[config.mk]
export PLATFORM = sky130hd
export DESIGN_NAME = score_keeper
export DESIGN_NICKNAME = d
export VERILOG_FILES = /design/src/rtl/score_keeper.sv
export SDC_FILE = /design/constraint.sdc
export NUM_CORES = 1
export LEC_CHECK = 0
export ABC_AREA = 1
export CORE_MARGIN = 2
export CORE_UTILIZATION = 64
export CTS_BUF_LIST = sky130_fd_sc_hd__clkbuf_2 sky130_fd_sc_hd__clkbuf_4 sky130_fd_sc_hd__clkbuf_8
export DETAILED_ROUTE_END_ITERATION = 7
export MAX_ROUTING_LAYER = met4
export PLACE_DENSITY_LB_ADDON = 0.12
export SLEW_MARGIN = 20
export SYNTH_ARGS = -nofsm -noshare
export SYNTH_HDL_FRONTEND = slang
export SYNTH_SLANG_ARGS = --single-unit
[constraint.sdc]
create_clock -name clk -period 12.9 [get_ports clk]
set_input_delay 2.58 -clock clk [delete_from_list [all_inputs] [get_ports clk]]
set_output_delay 2.58 -clock clk [all_outputs]
set_load 0.01 [all_outputs]
[src/rtl/score_keeper.sv]
// Game score/high-score/round bookkeeping with one shared iterative double-dabble BCD converter.
// Optional macro SCORE_SAT_EN: counters saturate at MAX_VAL instead of wrapping.
module score_keeper #(
   parameter int WIDTH   = 14,
   parameter int MAX_VAL = 9999
) (
   input  logic             clk,
   input  logic             rst,
   input  logic             tick_i,
   input  logic             pause_i,
   input  logic [3:0]       event_i,
   output logic [WIDTH-1:0] score_o,
   output logic [WIDTH-1:0] h_score_o,
   output logic [WIDTH-1:0] rounds_o,
   output logic [15:0]      bcd_score_o,
   output logic [15:0]      bcd_hscore_o,
   output logic [15:0]      bcd_rounds_o,
   output logic             bcd_valid_o,
   output logic             busy_o
);

   localparam int SR_W  = 16 + WIDTH;
   localparam int CNT_W = $clog2(WIDTH);
   localparam logic [WIDTH:0]       MAX_X    = (WIDTH+1)'(MAX_VAL);
   localparam logic [WIDTH:0]       ONE_X    = (WIDTH+1)'(1);
   localparam logic [CNT_W-1:0]     LAST_IT  = CNT_W'(WIDTH - 1);
   localparam logic [1:0]           LAST_SEL = 2'd2;

   typedef enum logic [2:0] {
      IDLE,
      LOAD,
      SHIFT,
      STORE,
      DONE
   } state_t;

   function automatic logic [1:0] popcount3(input logic [2:0] v);
      return {1'b0, v[0]} + {1'b0, v[1]} + {1'b0, v[2]};
   endfunction

   // One extra bit in the sum lets a single compare detect the overflow past MAX_VAL.
   function automatic logic [WIDTH-1:0] limit(input logic [WIDTH:0] sum);
`ifdef SCORE_SAT_EN
      return (sum > MAX_X) ? MAX_X[WIDTH-1:0] : sum[WIDTH-1:0];
`else
      logic [WIDTH:0] adj;
      adj = sum - (MAX_X + ONE_X);
      return (sum > MAX_X) ? adj[WIDTH-1:0] : sum[WIDTH-1:0];
`endif
   endfunction

   function automatic logic [SR_W-1:0] dabble(input logic [SR_W-1:0] v);
      logic [SR_W-1:0] t;
      t = v;
      for (int d = 0; d < 4; d++) begin
         if (t[WIDTH+4*d +: 4] >= 4'd5) begin
            t[WIDTH+4*d +: 4] = t[WIDTH+4*d +: 4] + 4'd3;
         end
      end
      return {t[SR_W-2:0], 1'b0};
   endfunction

   // ---------------- counters ----------------
   logic [WIDTH-1:0] score_q, score_d;
   logic [WIDTH-1:0] h_score_q, h_score_d;
   logic [WIDTH-1:0] rounds_q, rounds_d;
   logic [WIDTH:0]   score_sum;
   logic [WIDTH:0]   rounds_sum;
   logic             changed;

   // NOTE: every always_comb output gets a default first so no path leaves it unassigned (no latch).
   always_comb begin
      score_d    = score_q;
      h_score_d  = h_score_q;
      rounds_d   = rounds_q;
      score_sum  = {1'b0, score_q} + {{(WIDTH-1){1'b0}}, popcount3(event_i[3:1])};
      rounds_sum = {1'b0, rounds_q} + ONE_X;
      if (tick_i && !pause_i) begin
         if (event_i[0]) begin
            score_d  = '0;
            rounds_d = limit(rounds_sum);
         end else begin
            score_d = limit(score_sum);
`ifndef SCORE_SAT_EN
            // A wrap means the score passed through MAX_VAL on the way.
            if (score_sum > MAX_X) begin
               h_score_d = MAX_X[WIDTH-1:0];
            end
`endif
         end
         if (score_d > h_score_d) begin
            h_score_d = score_d;
         end
      end
   end

   assign changed = (score_d != score_q) || (h_score_d != h_score_q) || (rounds_d != rounds_q);

   // NOTE: sequential state uses non-blocking assignments so all registers update from pre-edge values.
   always_ff @(posedge clk) begin
      if (rst) begin
         score_q   <= '0;
         h_score_q <= '0;
         rounds_q  <= '0;
      end else begin
         score_q   <= score_d;
         h_score_q <= h_score_d;
         rounds_q  <= rounds_d;
      end
   end

   // ---------------- converter ----------------
   state_t           state_q;
   logic             dirty_q;
   logic [1:0]       sel_q;
   logic [CNT_W-1:0] iter_q;
   logic [SR_W-1:0]  shift_q;
   logic [WIDTH-1:0] snap_q [3];
   logic [15:0]      slot_q [3];
   logic [15:0]      bcd_score_q;
   logic [15:0]      bcd_hscore_q;
   logic [15:0]      bcd_rounds_q;
   logic             bcd_valid_q;

   // NOTE: the three slot registers are reset like ordinary flops; they are tiny and feed visible outputs.
   always_ff @(posedge clk) begin
      if (rst) begin
         state_q      <= IDLE;
         dirty_q      <= 1'b0;
         sel_q        <= '0;
         iter_q       <= '0;
         shift_q      <= '0;
         bcd_score_q  <= '0;
         bcd_hscore_q <= '0;
         bcd_rounds_q <= '0;
         bcd_valid_q  <= 1'b0;
         for (int i = 0; i < 3; i++) begin
            snap_q[i] <= '0;
            slot_q[i] <= '0;
         end
      end else begin
         bcd_valid_q <= 1'b0;
         case (state_q)
            IDLE: begin
               if (dirty_q) begin
                  snap_q[0] <= score_q;
                  snap_q[1] <= h_score_q;
                  snap_q[2] <= rounds_q;
                  dirty_q   <= 1'b0;
                  sel_q     <= '0;
                  state_q   <= LOAD;
               end
            end
            LOAD: begin
               shift_q <= {16'b0, snap_q[sel_q]};
               iter_q  <= '0;
               state_q <= SHIFT;
            end
            SHIFT: begin
               shift_q <= dabble(shift_q);
               iter_q  <= iter_q + 1'b1;
               if (iter_q == LAST_IT) begin
                  state_q <= STORE;
               end
            end
            STORE: begin
               slot_q[sel_q] <= shift_q[SR_W-1 -: 16];
               if (sel_q == LAST_SEL) begin
                  state_q <= DONE;
               end else begin
                  sel_q   <= sel_q + 1'b1;
                  state_q <= LOAD;
               end
            end
            DONE: begin
               bcd_score_q  <= slot_q[0];
               bcd_hscore_q <= slot_q[1];
               bcd_rounds_q <= slot_q[2];
               bcd_valid_q  <= 1'b1;
               state_q      <= IDLE;
            end
            default: state_q <= IDLE;
         endcase
         // A counter change always wins over the clear at scan start.
         if (changed) begin
            dirty_q <= 1'b1;
         end
      end
   end

   assign score_o      = score_q;
   assign h_score_o    = h_score_q;
   assign rounds_o     = rounds_q;
   assign bcd_score_o  = bcd_score_q;
   assign bcd_hscore_o = bcd_hscore_q;
   assign bcd_rounds_o = bcd_rounds_q;
   assign bcd_valid_o  = bcd_valid_q;
   assign busy_o       = (state_q != IDLE);

endmodule

# After elaboration in Yosys (flattened, before gate mapping)
# Memories as Yosys holds them, arrays and structs flattened. A register that Yosys moved wholly into a read port is not among the register bits.
# Index checks and enable logic that the tools add are counted.
[word_totals]
ff_bits = 83
mem_bits_rw = 90
in_bits = 8
output_inout_bits = 92
elab_cells = 102
n_memories = 2
[memory_table]
columns = ["memory", "depth", "word_bits", "read_ports", "rd_ports_with_merged_regs", "wr", "line_no", "rtl"]
rows = [
  ["slot_q", 3, 16, 3, 3, 3, "119", "logic [15:0] slot_q [3];"],
  ["snap_q", 3, 14, 1, 1, 3, "118", "logic [WIDTH-1:0] snap_q [3];"],
]
[classes]
addsub = 12
order_cmp = 7
n_eq_ne = 12
mux = 45
bitwise_logic = 3
reduce_logical = 12
[op_table]
columns = ["op", "count"]
rows = [
  ["14-bit two-way mux", 15],
  ["30-bit case mux with 2 select lines", 1],
  ["14-bit != test", 3],
  ["15-bit by 14-bit greater-than comparator with 1-bit output, second input constant", 2],
  ["14-bit subtractor, second input constant", 2],
  ["4-bit by 3-bit greater-or-equal comparator with 1-bit output, second input constant", 4],
  ["16-bit two-way mux", 1],
  ["16-bit OR reduction", 1],
  ["14-bit by 1-bit adder with 15-bit output, second input constant", 1],
  ["14-bit by 2-bit adder with 15-bit output", 1],
  ["14-bit greater-than comparator", 1],
  ["1-bit two-way mux", 13],
  ["4-bit by 2-bit adder with 4-bit output, second input constant", 3],
  ["3-bit two-way mux", 4],
  ["4-bit two-way mux", 3],
  ["3-bit case mux with 4 select lines", 1],
  ["2-bit two-way mux", 5],
  ["4-bit case mux with 2 select lines", 1],
  ["3-bit by 2-bit equality test with 1-bit output, second input constant", 2],
  ["2-bit != test, second input constant", 3],
  ["2-bit nonzero test", 3],
  ["4-bit by 1-bit adder with 4-bit output, second input constant", 1],
  ["4-bit equality test, second input constant", 1],
  ["2-bit case mux with 2 select lines", 1],
  ["15 further kinds", 18],
]

# Logic depth before layout (Yosys ltp)
# Gate-level depths: netlist of run 1.
[depth]
ltp_word = 14
mapped_depth = 38
depth_no_buf = 38

# Worst setup path before layout of run 1
# Ideal clock, no wire load.
[synth_timing]
path_type = "input to register"
startpoint = "in event_i[1]"
endpoint = "reg dirty_q"
setup_time_ns = 0.131
t_arrival_ns = 6.997
required_time_ns = 12.769
slack_ns = 5.773
stages = 33
path_buffers = 1
path_cell_list = "fa_1 > ha_1 > inv_1 > fa_1 > nor2_4 > xor2_1 > inv_1 > ha_1 > inv_1 > nor2_1 > nand2_1 > nand3_1 > nand2_1 > nand2_1 > nand2_1 > nand3_1 > nand3_2 > inv_1 > ha_1 > nand2_1 > nor4_1 > nand2_1 > nand2_1 > nand2_1 > inv_2 > buf_1 > nand2_1 > nand4_1 > inv_1 > nor3_1 > nand2_1 > nor2_1 > a21oi_2"
[synth_via]
elab_chain_len = 14
elab_cells_between_ends = 21
classes_between = "add/sub: 4; order compare: 2; eq/ne: 2; mux: 10; reduce/logical: 3"
[synth_rtl]
columns = ["item", "line_no", "rtl"]
rows = [
  ["from (decl)", "11", "input logic [3:0] event_i,"],
  ["1-bit by 1-bit adder with 2-bit output *", "38", "return {1'b0, v[0]} + {1'b0, v[1]} + {1'b0, v[2]};"],
  ["2-bit by 1-bit adder with 2-bit output *", "38", ""],
  ["14-bit by 2-bit adder with 15-bit output *", "76", "score_sum = {1'b0, score_q} + {{(WIDTH-1){1'b0}}, popcount3(event_i[3:1])};"],
  ["14-bit subtractor / 15-bit by 14-bit greater-than comparator with 1-bit output (equally long branches)", "47, 48, 86", ""],
  ["14-bit two-way mux, on equally long branches", "48, 86", ""],
  ["14-bit two-way mux", "79", "if (event_i[0]) begin"],
  ["14-bit two-way mux", "78", "if (tick_i && !pause_i) begin"],
  ["14-bit greater-than comparator", "91", "if (score_d > h_score_d) begin"],
  ["14-bit two-way mux", "91", ""],
  ["14-bit two-way mux", "78", ""],
  ["14-bit != test", "97", "assign changed = (score_d != score_q) || (h_score_d != h_score_q) || (rounds_d != rounds_q);"],
  ["1-bit logical OR * (2 in a row)", "97", ""],
  ["1-bit two-way mux / 2-bit nonzero test (equally long branches)", "n/a", ""],
  ["to (signal assigned)", "129", "dirty_q <= 1'b0;"],
  ["to (signal assigned)", "149", "dirty_q <= 1'b0;"],
  ["to (signal assigned)", "186", "dirty_q <= 1'b1;"],
  ["to (decl)", "114", "logic dirty_q;"],
]
# Mark *: on every way between the ends. The rest lies on a longest branch, timed or not. The select of a mux whose other input is x is not followed.
# A chain may end at the register's enable or synchronous reset.

# Worst setup path in the final report of run 1
# Ends and elaborated chain as after synthesis.

==> reports/qor.yml, run 1 <==
placed_design:
  place_ws_ns: 4.02
  post-dp-hpwl_um: 21700
  place_congestion: 0.939
  portBuffers: 99
cts:
  holdBufCountCts: 0
  clk_latency_ns: 0.54
  cts_resized: 0
  post-cts-setup-buffers: 0
  clk_path_buf_depth: 3
  cts-root-buf: "clkbuf_8"
  cts-buffers-inserted: 38
  clk_pin_slew_ns: 0.06
  cts_max_level: 2
  clkSinkCount: 223
  cts_tree: "yes"
layout:
  n_antenna_cell: 0
  drive_above_1_share: 0.0833
  fin_nets: 1672
  areaGrowthSynthToFinish_pct: 16.3
  seqCellArea_um2: 5370
  multi_input_area_um2: 5540
  final_core_util: 0.761
  fill_cells: 1371
yosys:
  synthAdderAreaFrac: 0.0407
  postSynthNetCount: 1590
  syn_area_per_cell_um2: 7.61
  synth_area_um2: 11800
  seq_area_frac_synth: 0.456
  synth_flop_cell: "dfxtp_1"
  synth_cell_types: 48
  yosys.area.top_type_share: 0.230
  synth-simple-area-share: 0.303
  synth_edf_count: 90
  synth_xor_area_frac: 0.0156
  yosysTopAreaCell: "edfxtp_1"
  async_reset_ff_frac: 0
  synthCells: 1545
  synth_top_family_by_area: "simple AND/OR/NAND/NOR gates"
  synth_seq_cells: 223
  yosys-mux-area-fraction: 0
  ys_top_cells_by_area: "edfxtp_1 (23%), dfxtp_1 (23%), nor2_1 (9.9%)"
  synth_warnings: 0
  synth_compound_area_frac: 0.112
sta:
  fin_crit_ns: 8.39
  relSlewSlack: 0.330
  hold_viol: 0
  tightest_slew_ns: 1.00
  maxSlewViolCount: 0
  fin_crit_sh: 0.651
  rsz0062_at_grt: "no"
  fmax_ghz: 0.119
  whs_ns: 0.463
  skew_ns: 0.0248
  fin_setup_tns_ns: 0
  fin_ws_ns: 4.51
  final-setup-viol-count: 0
die:
  start_util: 0.654
  die-area_um2: 19500
  die_height_um: 140
  fp.dieW_um: 140
  rows: 49
  coreArea_um2: 18000
  io_pins: 100
job:
  cap_violations: 0
global_routing:
  grt_pass1_wl_um: 49300
  grt_pass1_vias: 9970
  antenna_found_initial: 0
  grt_max_degree: 67
  grt_overflow: 0
  gr-usage-all-layers: 0.321
routing:
  vias: 10774
  wl_per_cell_um: 16.3
  drc: 0
  vias_per_cell: 5.71
  drtPass1Iterations: 6
  wl_um: 30800
  drtAntennaViolNets: 0
  drtIter0Drc: 919
run_status:
  status: "finished clean"
pwr:
  power.density_nw_per_um2: 139
  p_total_uw: 1890
  p_leak_uw: 0.00551
  peakVddDrop_v: 0.000128
worst_setup_path:
  cp-start-kind: "input port"
  cpPeakStageDelay_ns: 0.57
  crit_arrival_ns: 8.78
  path_max_fanout: 22
  crit_type: "input port to register"
  cp_slowest_cell: "nand2_1"
  path_common_cell: "nand2_1"
  cp-end-kind: "register"
  reg2reg_slack_ns: 6.66
  crit_required_ns: 13.28
min_path:
  hold_class: "register to register"
per-stage QoR:
step | cell area [um2] | instances
2_1_floorplan | 11800 | 1545
3_3_place_gp | 12800 | 1816
3_5_place_dp | 12800 | 1816
4_1_cts | 13700 | 1886
5_1_grt | 13700 | 1886
6_report | 13700 | 1886
cell usage after synthesis (13+ instances only):
cell type / number
o31ai_1: 13
clkbuf_1: 54
a31oi_1: 13
xor2_1: 13
nor2_1: 311
dfxtp_1: 133
edfxtp_1: 90
o21ai_0: 111
nand2_2: 14
a211oi_1: 15
ha_1: 35
nand2_1: 295
inv_1: 140
a21oi_1: 62
nand3_1: 111
nand3_2: 13
nand4_1: 34
area by class of cell:
cell class,instances,area share
tap,229,0.0210
timing repair buffer,110,0.0782
clock buffer,58,0.0515
inverter,150,0.0412
clock inverter,12,0.0102
multi-input combinational,1104,0.406
sequential,223,0.392
worst max-delay path: cells and delay by family:
kind | cells | cell delay (ns)
adders and majority gates | 5 | 1.68
AOI/OAI and AO/OA | 1 | 0.07
xor gates and xnor gates | 1 | 0.12
buffers and inverters | 6 | 1.13
and+or+nand+nor | 19 | 3.17
power breakdown:
part | total (uW) | internal [uW] | switching, uW
logic | 345 | 110 | 235
registers | 851 | 805 | 45.9
clock network | 699 | 411 | 288
cell families (layout without fill, tap and decap cells):
logic type,Yosys count,in the layout
compound gates,235,235
flops,223,223
xor+xnor,18,18
simple gates,814,814
fa+ha+maj,37,37
buf+inv,218,330
worst paths after layout:
| path | to | start | cells past startpoint |
|---|---|---|---|
| hold reg to reg | shift_q[29] | shift_q[29] | 2 |
| setup / recovery | dirty_q | event_i[1] | 32 |
| hold / removal | shift_q[29] | shift_q[29] | 2 |
| setup reg to reg | dirty_q | score_o[0] | 31 |
routing by layer:
| metal | part of all wire | global-route usage | up-vias |
|---|---|---|---|
| li1 | - | - | 5282 |
| met1 | 0.41 | 0.391 | 4906 |
| met2 | 0.47 | 0.527 | 477 |
| met3 | 0.066 | 0.0440 | 109 |
| met4 | 0.051 | 0.158 | 0 |
| met5 | 0 | - | - |
placed cells by master, fill, tap and decap left out, types with 4 or more instances in the layout:
| cell type | synthesis | layout |
|---|---|---|
| o21ai_0 | 111 | 111 |
| nand4_1 | 34 | 34 |
| nand2_1 | 295 | 295 |
| clkinv_2 | 0 | 4 |
| clkbuf_8 | 0 | 43 |
| dfxtp_1 | 133 | 133 |
| edfxtp_1 | 90 | 90 |
| buf_4 | 2 | 11 |
| ha_1 | 35 | 35 |
| o31ai_1 | 13 | 13 |
| nand3_1 | 111 | 111 |
| a211oi_1 | 15 | 15 |
| nand2_2 | 14 | 14 |
| nor2_4 | 7 | 7 |
| a31oi_1 | 13 | 13 |
| xor2_1 | 13 | 13 |
| nor3_1 | 11 | 10 |
| clkinv_1 | 2 | 7 |
| clkbuf_4 | 0 | 15 |
| nor2_1 | 311 | 310 |
| nand3_2 | 13 | 13 |
| nand3b_1 | 5 | 5 |
| o21ai_1 | 4 | 4 |
| clkdlybuf4s50_1 | 0 | 98 |
| inv_1 | 140 | 138 |
| a21oi_1 | 62 | 62 |
| inv_2 | 8 | 8 |
| nor2_2 | 4 | 5 |
sequential cells by signal, summed over array words and instances (netlist names), named ones only:
| register | cells |
|---|---|
| dirty_q | 1 |
| sel_q | 2 |
| h_score_o | 14 |
| bcd_rounds_o | 16 |
| snap_q | 42 |
| shift_q | 30 |
| bcd_hscore_o | 16 |
| bcd_valid_o | 1 |
| slot_q | 48 |
| bcd_score_o | 16 |
| state_q | 3 |
| rounds_o | 14 |
| score_o | 14 |
| iter_q | 4 |
(Power assumes the default switching activity.)
==> inputs of run 2 (changes only) <==
--- a/config.mk
+++ b/config.mk
@@ -7,7 +7,7 @@
 export LEC_CHECK = 0
 export ABC_AREA = 1
 export CORE_MARGIN = 2
-export CORE_UTILIZATION = 64
+export CORE_UTILIZATION = 60
 export CTS_BUF_LIST = sky130_fd_sc_hd__clkbuf_2 sky130_fd_sc_hd__clkbuf_4 sky130_fd_sc_hd__clkbuf_8
 export DETAILED_ROUTE_END_ITERATION = 7
 export MAX_ROUTING_LAYER = met4
==> constraint.sdc (replaced) <==
create_clock -name clk -period 8.48 [get_ports clk]
set_input_delay 1.696 -clock clk [delete_from_list [all_inputs] [get_ports clk]]
set_output_delay 1.696 -clock clk [all_outputs]
set_load 0.01 [all_outputs]
==> run 2 against run 1 <==
Against the previous run: via count is 1.7% lower; first-iteration DRC count is 17% lower; register-to-register slack worse by 4.1 ns; core utilization is 5.5 points lower; routed wire length is 1.1% lower; hold slack better by 0.0091 ns; sequential share of layout area is 0.076 points higher; die area is 6.5% higher; critical path type unchanged.
==> reports/qor.yml, run 2 (synthesized netlist as in run 1, its figures left out) <==
run_status:
  status: "finished clean"
worst_setup_path:
  crit_arrival_ns: 7.59
  cp-start-kind: "input port"
  path_buf_inv: 4
  cp-end-kind: "register"
  path_common_cell: "nand2_1"
  cpPeakStageDelay_ns: 0.55
  crit_family: "simple AND/OR/NAND/NOR gates"
  path_max_fanout: 20
  crit_required_ns: 8.85
  cp_slowest_cell: "fa_1"
  crit_type: "input port to register"
global_routing:
  grt_max_degree: 67
  antenna_found_initial: 0
  grt_pass1_vias: 9657
  gr-usage-all-layers: 0.304
  grt_pass1_wl_um: 48200
  grt_overflow: 0
routing:
  drtPass1Iterations: 5
  wl_um: 30400
  drc: 0
  drtAntennaViolNets: 0
  drtIter0Drc: 759
  wl_per_cell_um: 15.9
  vias: 10593
  vias_per_cell: 5.52
die:
  fp.dieW_um: 144
  die_height_um: 144
  die-area_um2: 20700
  io_pins: 100
  start_util: 0.608
  rows: 51
  coreArea_um2: 19300
cts:
  cts-root-buf: "clkbuf_8"
  clkSinkCount: 223
  cts-buffers-inserted: 37
  cts_resized: 0
  cts_max_level: 2
  post-cts-setup-buffers: 0
  clk_latency_ns: 0.53
  holdBufCountCts: 0
  clk_path_buf_depth: 3
  cts_tree: "yes"
  clk_pin_slew_ns: 0.06
layout:
  reg_top3: "slot_q x48, snap_q x42, shift_q x30"
  n_antenna_cell: 0
  fin_nets: 1672
  drive_above_1_share: 0.0810
  final_cell_mix: "nor2_1 (310), nand2_1 (295), inv_1 (138)"
  fill_cells: 1621
  final_common_cell: "nor2_1"
  largest_reg_flops: 48
  areaGrowthSynthToFinish_pct: 16.1
  final_cells: 1920
  top_register: "slot_q"
  seqCellArea_um2: 5370
  multi_input_area_um2: 5540
pwr:
  power.density_nw_per_um2: 204
  peakVddDrop_v: 0.000125
  p_leak_uw: 0.00548
placed_design:
  portBuffers: 99
  placed_cells: 1853
  post-dp-hpwl_um: 21700
  place_congestion: 0.933
sta:
  fin_crit_sh: 0.851
  hold_viol: 0
  maxSlewViolCount: 0
  skew_ns: 0.0337
  rsz0062_at_grt: "no"
  fmax_ghz: 0.139
  fin_crit_ns: 7.22
  fin_setup_tns_ns: 0
  relSlewSlack: 0.255
  tightest_slew_ns: 1.09
  final-setup-viol-count: 0
min_path:
  hold_class: "register to register"
job:
  cap_violations: 0
run 2: cell types whose count changed in the layout (fill, tap and decap cells not counted), sizes merged:
cell,delta
buf,+1
clkinvlp,-1
bufinv,-2
run 2: stage by stage:
stage / area, um2 / util / hold slack, ns / power (uW) / setup WS (ns)
6_report: 13600 / 0.706 / 0.472 / 2790 / 1.26
5_1_grt: 13600 / 0.706 / 0.485 / 2920 / 0.720
4_1_cts: 13600 / 0.706 / 0.468 / 2800 / 1.33
3_5_place_dp: 12900 / 0.666 / 0.460 / 1830 / 0.796
3_3_place_gp: 12900 / 0.666 / 0.452 / 1810 / 0.992
2_1_floorplan: 11800 / - / 0.436 / 1670 / 2.24
run 2: area by class of cell:
cell class	instances	area share
Multi-Input combinational cell	1104	0.406
Sequential cell	223	0.393
Timing Repair Buffer	111	0.0789
Clock buffer	58	0.0512
Inverter	150	0.0413
Tap cell	265	0.0243
Clock inverter	9	0.00495
run 2: tightest hold or removal path: stages (launching register included):
cell,delay (ns)
dfxtp_1,0.31
nand2_1,0.06
a21oi_1,0.05
run 2: power by group:
part / internal [uW] / switching, uW
combinational: 164 / 354
clock: 554 / 424
sequential: 1220 / 70.0
run 2: final timing paths:
| check | startpoint | end | slack (ns) | cells after the start |
|---|---|---|---|---|
| setup / recovery | event_i[1] | dirty_q | 1.26 | 29 |
| hold / removal | shift_q[0] | shift_q[0] | 0.47 | 2 |
| setup reg to reg | score_o[0] | dirty_q | 2.56 | 28 |
| hold reg to reg | shift_q[0] | shift_q[0] | 0.47 | 2 |
run 2: per-layer routing:
layer	routed length, um	part of all wire	track usage	vias to the layer above
li1	-	-	-	5275
met1	12600	0.41	0.377	4833
met2	14700	0.48	0.501	403
met3	1870	0.061	0.0397	82
met4	1230	0.040	0.134	0
met5	0	0	-	-
